File: src/rtl/bp_be_fe_roll_queue.sv
// -----------------------------------------------------------------------------
// bp_be_fe_roll_queue
//
// Replayable FIFO between the front-end fetch path and the BE issue scheduler.
// Fetch/exception messages are written at the tail. They are handed to the
// scheduler with a valid/yumi handshake. Every issued entry stays in storage
// until the scheduler commits it. A roll (cache-miss replay) rewinds the issue
// pointer to the oldest uncommitted entry. A commit (deq) frees the oldest
// issued entry. A redirect (clr_v_i) discards every entry that has not been
// issued yet.
//
// Pointers (ptr_width_lp bits each; the MSB is the wrap bit, the rest the index):
//   wptr : next slot to write
//   rptr : next entry to issue
//   cptr : oldest uncommitted entry
//   cptr <= rptr <= wptr holds modulo 2*els_p.
//
// Handshakes:
//   Enqueue : the message transfers on a cycle where fe_queue_v_i and
//             fe_queue_ready_o are both high. A valid that is not ready is
//             held off and has no effect.
//   Issue   : fe_queue_yumi_i may only be raised while fe_queue_v_o is high.
//             It consumes fe_queue_o in that same cycle.
//   Commit  : fe_queue_deq_i may only be raised while at least one issued
//             entry is uncommitted (rptr != cptr).
//   Illegal yumi or deq is flagged by a simulation assertion. It does not
//   move any pointer.
//
// Optional feature, selected by the macro BP_BE_FE_ROLL_QUEUE_BYPASS_EN:
//   When the queue has nothing to issue and a message is accepted, that message
//   is presented on fe_queue_o in the same cycle (0-cycle latency). It is still
//   written to storage. A same-cycle yumi advances rptr together with wptr, so
//   the entry remains replayable. Without the macro the latency is 1 cycle.
//
// Ports:
//   clk_i             in   sole clock, rising edge
//   reset_i           in   synchronous active-high reset
//   clr_v_i           in   redirect flush of unissued entries
//   fe_queue_i        in   message from the front end
//   fe_queue_v_i      in   enqueue valid
//   fe_queue_ready_o  out  enqueue ready
//   fe_queue_o        out  entry at the read pointer (or bypassed input)
//   fe_queue_v_o      out  an unissued entry is available
//   fe_queue_yumi_i   in   scheduler consumes fe_queue_o
//   fe_queue_roll_i   in   replay: rewind rptr to cptr
//   fe_queue_deq_i    in   commit the oldest issued entry
//   debug_wptr        out  write pointer state
//   debug_rptr        out  read pointer state
//   debug_cptr        out  commit pointer state
//
// fe_queue_width_lp stands in for the configuration-derived message width
// (vaddr_width_p / branch_metadata_fwd_width_p of the processor config).
// -----------------------------------------------------------------------------
module bp_be_fe_roll_queue #(
  parameter int els_p             = 8,
  parameter int fe_queue_width_lp = 32,
  localparam int idx_width_lp     = $clog2(els_p),
  localparam int ptr_width_lp     = idx_width_lp + 1
) (
  input  logic                         clk_i,
  input  logic                         reset_i,
  input  logic                         clr_v_i,

  input  logic [fe_queue_width_lp-1:0] fe_queue_i,
  input  logic                         fe_queue_v_i,
  output logic                         fe_queue_ready_o,

  output logic [fe_queue_width_lp-1:0] fe_queue_o,
  output logic                         fe_queue_v_o,
  input  logic                         fe_queue_yumi_i,

  input  logic                         fe_queue_roll_i,
  input  logic                         fe_queue_deq_i,

  output logic [ptr_width_lp-1:0]      debug_wptr,
  output logic [ptr_width_lp-1:0]      debug_rptr,
  output logic [ptr_width_lp-1:0]      debug_cptr
);

  // ---------------------------------------------------------------------------
  // State
  // ---------------------------------------------------------------------------
  logic [fe_queue_width_lp-1:0] mem [els_p];

  logic [ptr_width_lp-1:0] wptr_r, rptr_r, cptr_r;
  logic [ptr_width_lp-1:0] wptr_n, rptr_n, cptr_n;

  logic [idx_width_lp-1:0] widx, ridx, cidx;
  assign widx = wptr_r[ptr_width_lp-2:0];
  assign ridx = rptr_r[ptr_width_lp-2:0];
  assign cidx = cptr_r[ptr_width_lp-2:0];

  // ---------------------------------------------------------------------------
  // Status
  // ---------------------------------------------------------------------------
  logic full, empty_rd, issued_any;
  logic enq_fire, yumi_fire, deq_fire, bypass;

  // Full when the write and commit pointers have the same index but sit on
  // different laps, i.e. els_p entries are held between them.
  assign full       = (widx == cidx) && (wptr_r[ptr_width_lp-1] != cptr_r[ptr_width_lp-1]);
  assign empty_rd   = (rptr_r == wptr_r);
  assign issued_any = (rptr_r != cptr_r);

  assign fe_queue_ready_o = ~reset_i & ~full & ~clr_v_i;
  assign enq_fire         = fe_queue_v_i & fe_queue_ready_o;

`ifdef BP_BE_FE_ROLL_QUEUE_BYPASS_EN
  // Nothing is waiting to issue, so the incoming message is the next in order.
  assign bypass = empty_rd & enq_fire;
`else
  assign bypass = 1'b0;
`endif

  // A roll cycle never issues. The rewound entry appears on the next cycle.
  assign fe_queue_v_o = (~empty_rd | bypass) & ~clr_v_i & ~fe_queue_roll_i;
  assign fe_queue_o   = bypass ? fe_queue_i : mem[ridx];

  // Illegal requests are masked here so they can never corrupt the pointers.
  assign yumi_fire = fe_queue_yumi_i & fe_queue_v_o;
  assign deq_fire  = fe_queue_deq_i & issued_any;

  // ---------------------------------------------------------------------------
  // Next-pointer logic
  //   cptr first (commit), then rptr (roll beats yumi, roll lands on the
  //   post-commit cptr), then wptr (a flush trims back to the post-roll rptr).
  // ---------------------------------------------------------------------------
  always_comb begin
    cptr_n = cptr_r;
    rptr_n = rptr_r;
    wptr_n = wptr_r;

    if (deq_fire) begin
      cptr_n = cptr_r + ptr_width_lp'(1);
    end

    if (fe_queue_roll_i) begin
      rptr_n = cptr_n;
    end else if (yumi_fire) begin
      rptr_n = rptr_r + ptr_width_lp'(1);
    end

    // ready is low during a flush, so enqueue and flush never coincide.
    if (clr_v_i) begin
      wptr_n = rptr_n;
    end else if (enq_fire) begin
      wptr_n = wptr_r + ptr_width_lp'(1);
    end
  end

  // ---------------------------------------------------------------------------
  // Pointer registers
  // ---------------------------------------------------------------------------
  always_ff @(posedge clk_i) begin
    if (reset_i) begin
      wptr_r <= '0;
      rptr_r <= '0;
      cptr_r <= '0;
    end else begin
      wptr_r <= wptr_n;
      rptr_r <= rptr_n;
      cptr_r <= cptr_n;
    end
  end

  // Storage is not reset. Only slots between cptr and wptr are ever read.
  always_ff @(posedge clk_i) begin
    if (enq_fire) begin
      mem[widx] <= fe_queue_i;
    end
  end

  assign debug_wptr = wptr_r;
  assign debug_rptr = rptr_r;
  assign debug_cptr = cptr_r;

  // ---------------------------------------------------------------------------
  // Protocol assertions (simulation only)
  // ---------------------------------------------------------------------------
  always_ff @(posedge clk_i) begin
    if (!reset_i) begin
      yumi_legal: assert (!(fe_queue_yumi_i && !fe_queue_v_o));
      deq_legal:  assert (!(fe_queue_deq_i && !issued_any));
    end
  end

endmodule

File: config.mk
export PLATFORM = sky130hd
export DESIGN_NAME = bp_be_fe_roll_queue
export DESIGN_NICKNAME = d
export VERILOG_FILES = /design/src/rtl/bp_be_fe_roll_queue.sv
export SDC_FILE = /design/constraint.sdc
export NUM_CORES = 1
export LEC_CHECK = 0
export ABC_AREA = 1
export BUFFER_PORTS_ARGS = -buffer_cell sky130_fd_sc_hd__buf_4
export CAP_MARGIN = 25
export CELL_PAD_IN_SITES_DETAIL_PLACEMENT = 1
export CELL_PAD_IN_SITES_GLOBAL_PLACEMENT = 2
export CORE_ASPECT_RATIO = 0.6
export CORE_MARGIN = 4
export CORE_UTILIZATION = 41
export CTS_CLUSTER_DIAMETER = 200
export CTS_CLUSTER_SIZE = 24
export DETAILED_ROUTE_END_ITERATION = 7
export PLACE_DENSITY_LB_ADDON = 0.1
export SLEW_MARGIN = 20
export SYNTH_ARGS = -nofsm -noshare
export SYNTH_HDL_FRONTEND = slang
export SYNTH_SLANG_ARGS = --single-unit
File: constraint.sdc
create_clock -name clk_i -period 5.3 [get_ports clk_i]
set_input_delay 0.53 -clock clk_i [delete_from_list [all_inputs] [get_ports clk_i]]
set_output_delay 0.53 -clock clk_i [all_outputs]
set_load 0.005 [all_outputs]
==> impl_metrics.sql <==
INSERT INTO impl_metrics (metric_group, metric, value, unit) VALUES
('min_path', 'whs_path_depth', '2', ''),
('global_route', 'global_route.peak_usage_layer', 'met2', ''),
('synth', 'synth_area_per_cell', '12.2', 'um2'),
('placed_design', 'io_buffers', '84', ''),
('finish', 'regArea', '7930', 'um2'),
('synth', 'ys_dominant_reg_cell', 'sky130_fd_sc_hd__edfxtp_1', ''),
('sta', 'finalCritPeriodShare', '67.7', '%'),
('clocking', 'post-cts-setup-buffers', '0', ''),
('synth', 'ys_ff_latch', '268', ''),
('clocking', 'register_clock_pin_slew_on_the_reported_worst_setup_and_hold_paths', '110', 'ps'),
('sta', 'worstMarginPinSlew', '1030', 'ps'),
('synth', 'synth_area_leaders', 'sky130_fd_sc_hd__edfxtp_1 72%, sky130_fd_sc_hd__nor2_1 8.3%, sky130_fd_sc_hd__o21ai_0 6.1%, sky130_fd_sc_hd__dfxtp_1 2.2%, sky130_fd_sc_hd__a31oi_1 1.9%', ''),
('flow_run', 'max-cap-violations', '0', ''),
('worst_setup_path', 'worstReg2RegStart', 'debug_wptr[0]', ''),
('synth', 'synth-async-reset-ratio', '0', '%'),
('finish', 'antenna_cells_inserted', '0', ''),
('clocking', 'cts.repair.resized', '0', ''),
('clocking', 'cts_root_buffer', 'sky130_fd_sc_hd__clkbuf_16', ''),
('sta', 'slew-limit-headroom', '31.3', '%'),
('worst_setup_path', 'worst_ep_arrival_time', '3060', 'ps'),
('finish', 'layout_cells_sized_above_1', '14.2', '%'),
('sta', 'skew', '25.5', 'ps'),
('route', 'firstDrtPassIters', '4', ''),
('route', 'wl_per_cell', '21.4', 'um'),
('clocking', 'cts_hold_repair.buffers', '0', ''),
('synth', 'mappedNetlistNets', '922', ''),
('synth', 'yosysSeqAreaShare', '73.9', '%'),
('route', 'postRouteAntennaNets', '0', ''),
('finish', 'filler_cell_count', '2660', ''),
('worst_setup_path', 'worst-setup-path-type', 'reg2out', ''),
('power_and_ir_drop', 'power_density', '338', 'nW/um2'),
('synth', 'synth.lib_cells_used.distinct', '28', ''),
('sta', 'final-hold-violation-count', '0', ''),
('sta', 'slew_viol_final', '0', ''),
('global_route', 'grt_max_degree', '91', ''),
('route', 'drt_drc_violations_left', '0', ''),
('finish', 'nets', '986', ''),
('clocking', 'cts_inserted_buffers', '15', ''),
('worst_setup_path', 'slowest_stage', 'sky130_fd_sc_hd__dfxtp_4', ''),
('min_path', 'hold_end', 'debug_cptr[3]', ''),
('floorplanning', 'fp.dieH', '133', 'um'),
('global_route', 'vias_in_the_first_global_route', '7335', ''),
('route', 'wl', '27.9', 'mm'),
('synth', 'synth.yosys.warnings', '0', ''),
('power_and_ir_drop', 'power.static_leakage', '4.17', 'nW'),
('floorplanning', 'core_area', '25500', 'um2'),
('finish', 'finish.utilization', '47.7', '%'),
('min_path', 'timing.hold.worst.start', 'reset_i', ''),
('clocking', 'clk-insertion-delay-late', '500', 'ps'),
('finish', 'multiInputGateArea', '2540', 'um2'),
('worst_setup_path', 'path_cells', 'buf_4, o21ai_0, o22ai_1, nor2_1, a31oi_1, buf_4', ''),
('finish', 'areaGrowthSynthToFinish', '13.4', '%'),
('global_route', 'grt_util_met3', '2.76', '%'),
('placed_design', 'dp_hpwl', '15.9', 'mm'),
('global_route', 'global_route.usage.total', '19.2', '%'),
('synth', 'syn-cell-area', '10700', 'um2'),
('sta', 'achievable_clock_frequency', '279', 'MHz'),
('global_route', 'met2_usage', '32.3', '%'),
('outcome', 'run_status', 'finished, final reports clean', ''),
('sta', 'post-route-min-period', '3590', 'ps'),
('route', 'post_drt_via_cell_ratio', '5.34', ''),
('sta', 'grt_setup_unrepaired', 'false', ''),
('worst_setup_path', 'worst-path-max-fanout', '90', ''),
('synth', 'post-synth-top-area-cell', 'sky130_fd_sc_hd__edfxtp_1', ''),
('floorplanning', 'ios', '85', ''),
('clocking', 'cts_max_path_buffers', '3', ''),
('clocking', 'tritoncts', 'built', ''),
('worst_setup_path', 'slowest_delay', '990', 'ps'),
('global_route', 'overflow', '0', ''),
('floorplanning', 'die_area', '28900', 'um2'),
('min_path', 'min_path_type', 'in2reg', '');
==> cell type report <==
class | instances | area share [%]
Clock buffer | 19 | 3.21
Clock inverter | 2 | 0.237
Inverter | 21 | 0.659
Multi-Input combinational cell | 539 | 20.9
Sequential cell | 268 | 65.2
Tap cell | 352 | 3.62
Timing Repair Buffer | 99 | 6.11
==> cells in the mapped netlist (2+ instances only) <==
cell / n
sky130_fd_sc_hd__nand2_2: 3
sky130_fd_sc_hd__buf_2: 15
sky130_fd_sc_hd__xor2_1: 8
sky130_fd_sc_hd__clkbuf_1: 33
sky130_fd_sc_hd__and2_1: 2
sky130_fd_sc_hd__nor4_1: 2
sky130_fd_sc_hd__a31oi_1: 33
sky130_fd_sc_hd__o21ai_0: 130
sky130_fd_sc_hd__nand3_1: 25
sky130_fd_sc_hd__inv_1: 19
sky130_fd_sc_hd__nor2_1: 236
sky130_fd_sc_hd__ha_1: 3
sky130_fd_sc_hd__nand2_1: 53
sky130_fd_sc_hd__a21oi_1: 2
sky130_fd_sc_hd__nand4_1: 3
sky130_fd_sc_hd__edfxtp_1: 256
sky130_fd_sc_hd__inv_2: 2
sky130_fd_sc_hd__o22ai_1: 32
sky130_fd_sc_hd__nor3_1: 3
sky130_fd_sc_hd__dfxtp_1: 12
==> worst max path at each step <==
stage | slack [ps] | cells after the start | endpoint
2_1_floorplan | 750 | 6 | mem[6][0]
3_3_place_gp | 2210 | 7 | mem[1][18]
3_5_place_dp | 2130 | 7 | mem[1][16]
4_1_cts | 1660 | 6 | fe_queue_o[4]
5_1_grt | 1490 | 6 | fe_queue_o[4]
6_report | 1710 | 6 | fe_queue_o[4]
==> layer usage <==
metal | routed length (um) | vias up | share of wire [%]
met1 | 13300 | 3534 | 48
met4 | 336 | 0 | 1.2
met2 | 13300 | 105 | 48
met3 | 935 | 25 | 3.4
met5 | 0 | - | 0
li1 | - | 3274 | -
==> sequential cells by signal, indices dropped and copies added (netlist names) <==
name        cells
debug_wptr      4
mem           256
debug_rptr      4
debug_cptr      4
==> stage by stage <==
stage,power (mW),instance area [um2],worst slack (ps),hold slack [ps],std cells
after global placement,2.93,11700,2210,563,1279
after floorplan,2.71,10700,747,518,880
final,4.11,12200,1710,218,1300
after detailed placement,2.96,11700,2130,573,1279
after CTS,4.16,12200,1660,190,1300
after global routing,4.30,12200,1490,198,1300
==> cell usage in the layout (no fill, tap or decap) <==
cell                        instances
sky130_fd_sc_hd__ha_1               3
sky130_fd_sc_hd__nor2_4             4
sky130_fd_sc_hd__buf_4             99
sky130_fd_sc_hd__nand3_1           25
sky130_fd_sc_hd__dfxtp_1           10
sky130_fd_sc_hd__inv_6              1
sky130_fd_sc_hd__and2_1             2
sky130_fd_sc_hd__nand3_2            1
sky130_fd_sc_hd__nor3_2             3
sky130_fd_sc_hd__inv_2              3
sky130_fd_sc_hd__a21oi_1            2
sky130_fd_sc_hd__edfxtp_1         256
sky130_fd_sc_hd__and3_1             1
sky130_fd_sc_hd__clkinv_2           1
sky130_fd_sc_hd__nor4_2             1
sky130_fd_sc_hd__nand4_1            3
sky130_fd_sc_hd__nand2_1           53
sky130_fd_sc_hd__o21ai_0          130
sky130_fd_sc_hd__clkbuf_1           4
sky130_fd_sc_hd__dfxtp_2            1
sky130_fd_sc_hd__inv_16             1
sky130_fd_sc_hd__nor4_1             1
sky130_fd_sc_hd__xnor2_1            1
sky130_fd_sc_hd__xor2_1             8
sky130_fd_sc_hd__nand2_2            3
sky130_fd_sc_hd__a31oi_1           33
sky130_fd_sc_hd__clkbuf_16         15
sky130_fd_sc_hd__nor2_2             1
sky130_fd_sc_hd__o22ai_1           32
sky130_fd_sc_hd__inv_1             17
sky130_fd_sc_hd__nor2_1           232
sky130_fd_sc_hd__dfxtp_4            1
==> report_power, final <==
| part | total [mW] | leakage (nW) | internal [mW] | switching (mW) |
|---|---|---|---|---|
| clock | 1.21 | 0.204 | 0.536 | 0.672 |
| combinational | 0.509 | 1.56 | 0.191 | 0.317 |
| sequential | 2.39 | 2.41 | 2.34 | 0.0498 |
==> cell families (layout without fill, tap and decap cells) <==
family                     Yosys count  count (layout)  synth area share, %
buffers and inverters               73             141                 2.85
xor gates and xnor gates             9               9                0.735
adders and majority gates            3               3                0.350
DFF                                268             268                 73.9
and+or+nand+nor                    330             330                 12.2
AOI/OAI and AO/OA                  197             197                 9.95
==> critical path: cells and delay by family, from the launching register on <==
kind | cells | cell delay (ps)
simple gates | 1 | 80
compound gates | 3 | 670
buf+inv | 2 | 730
flops | 1 | 990
Note: power is estimated with default switching activity, not from simulation.
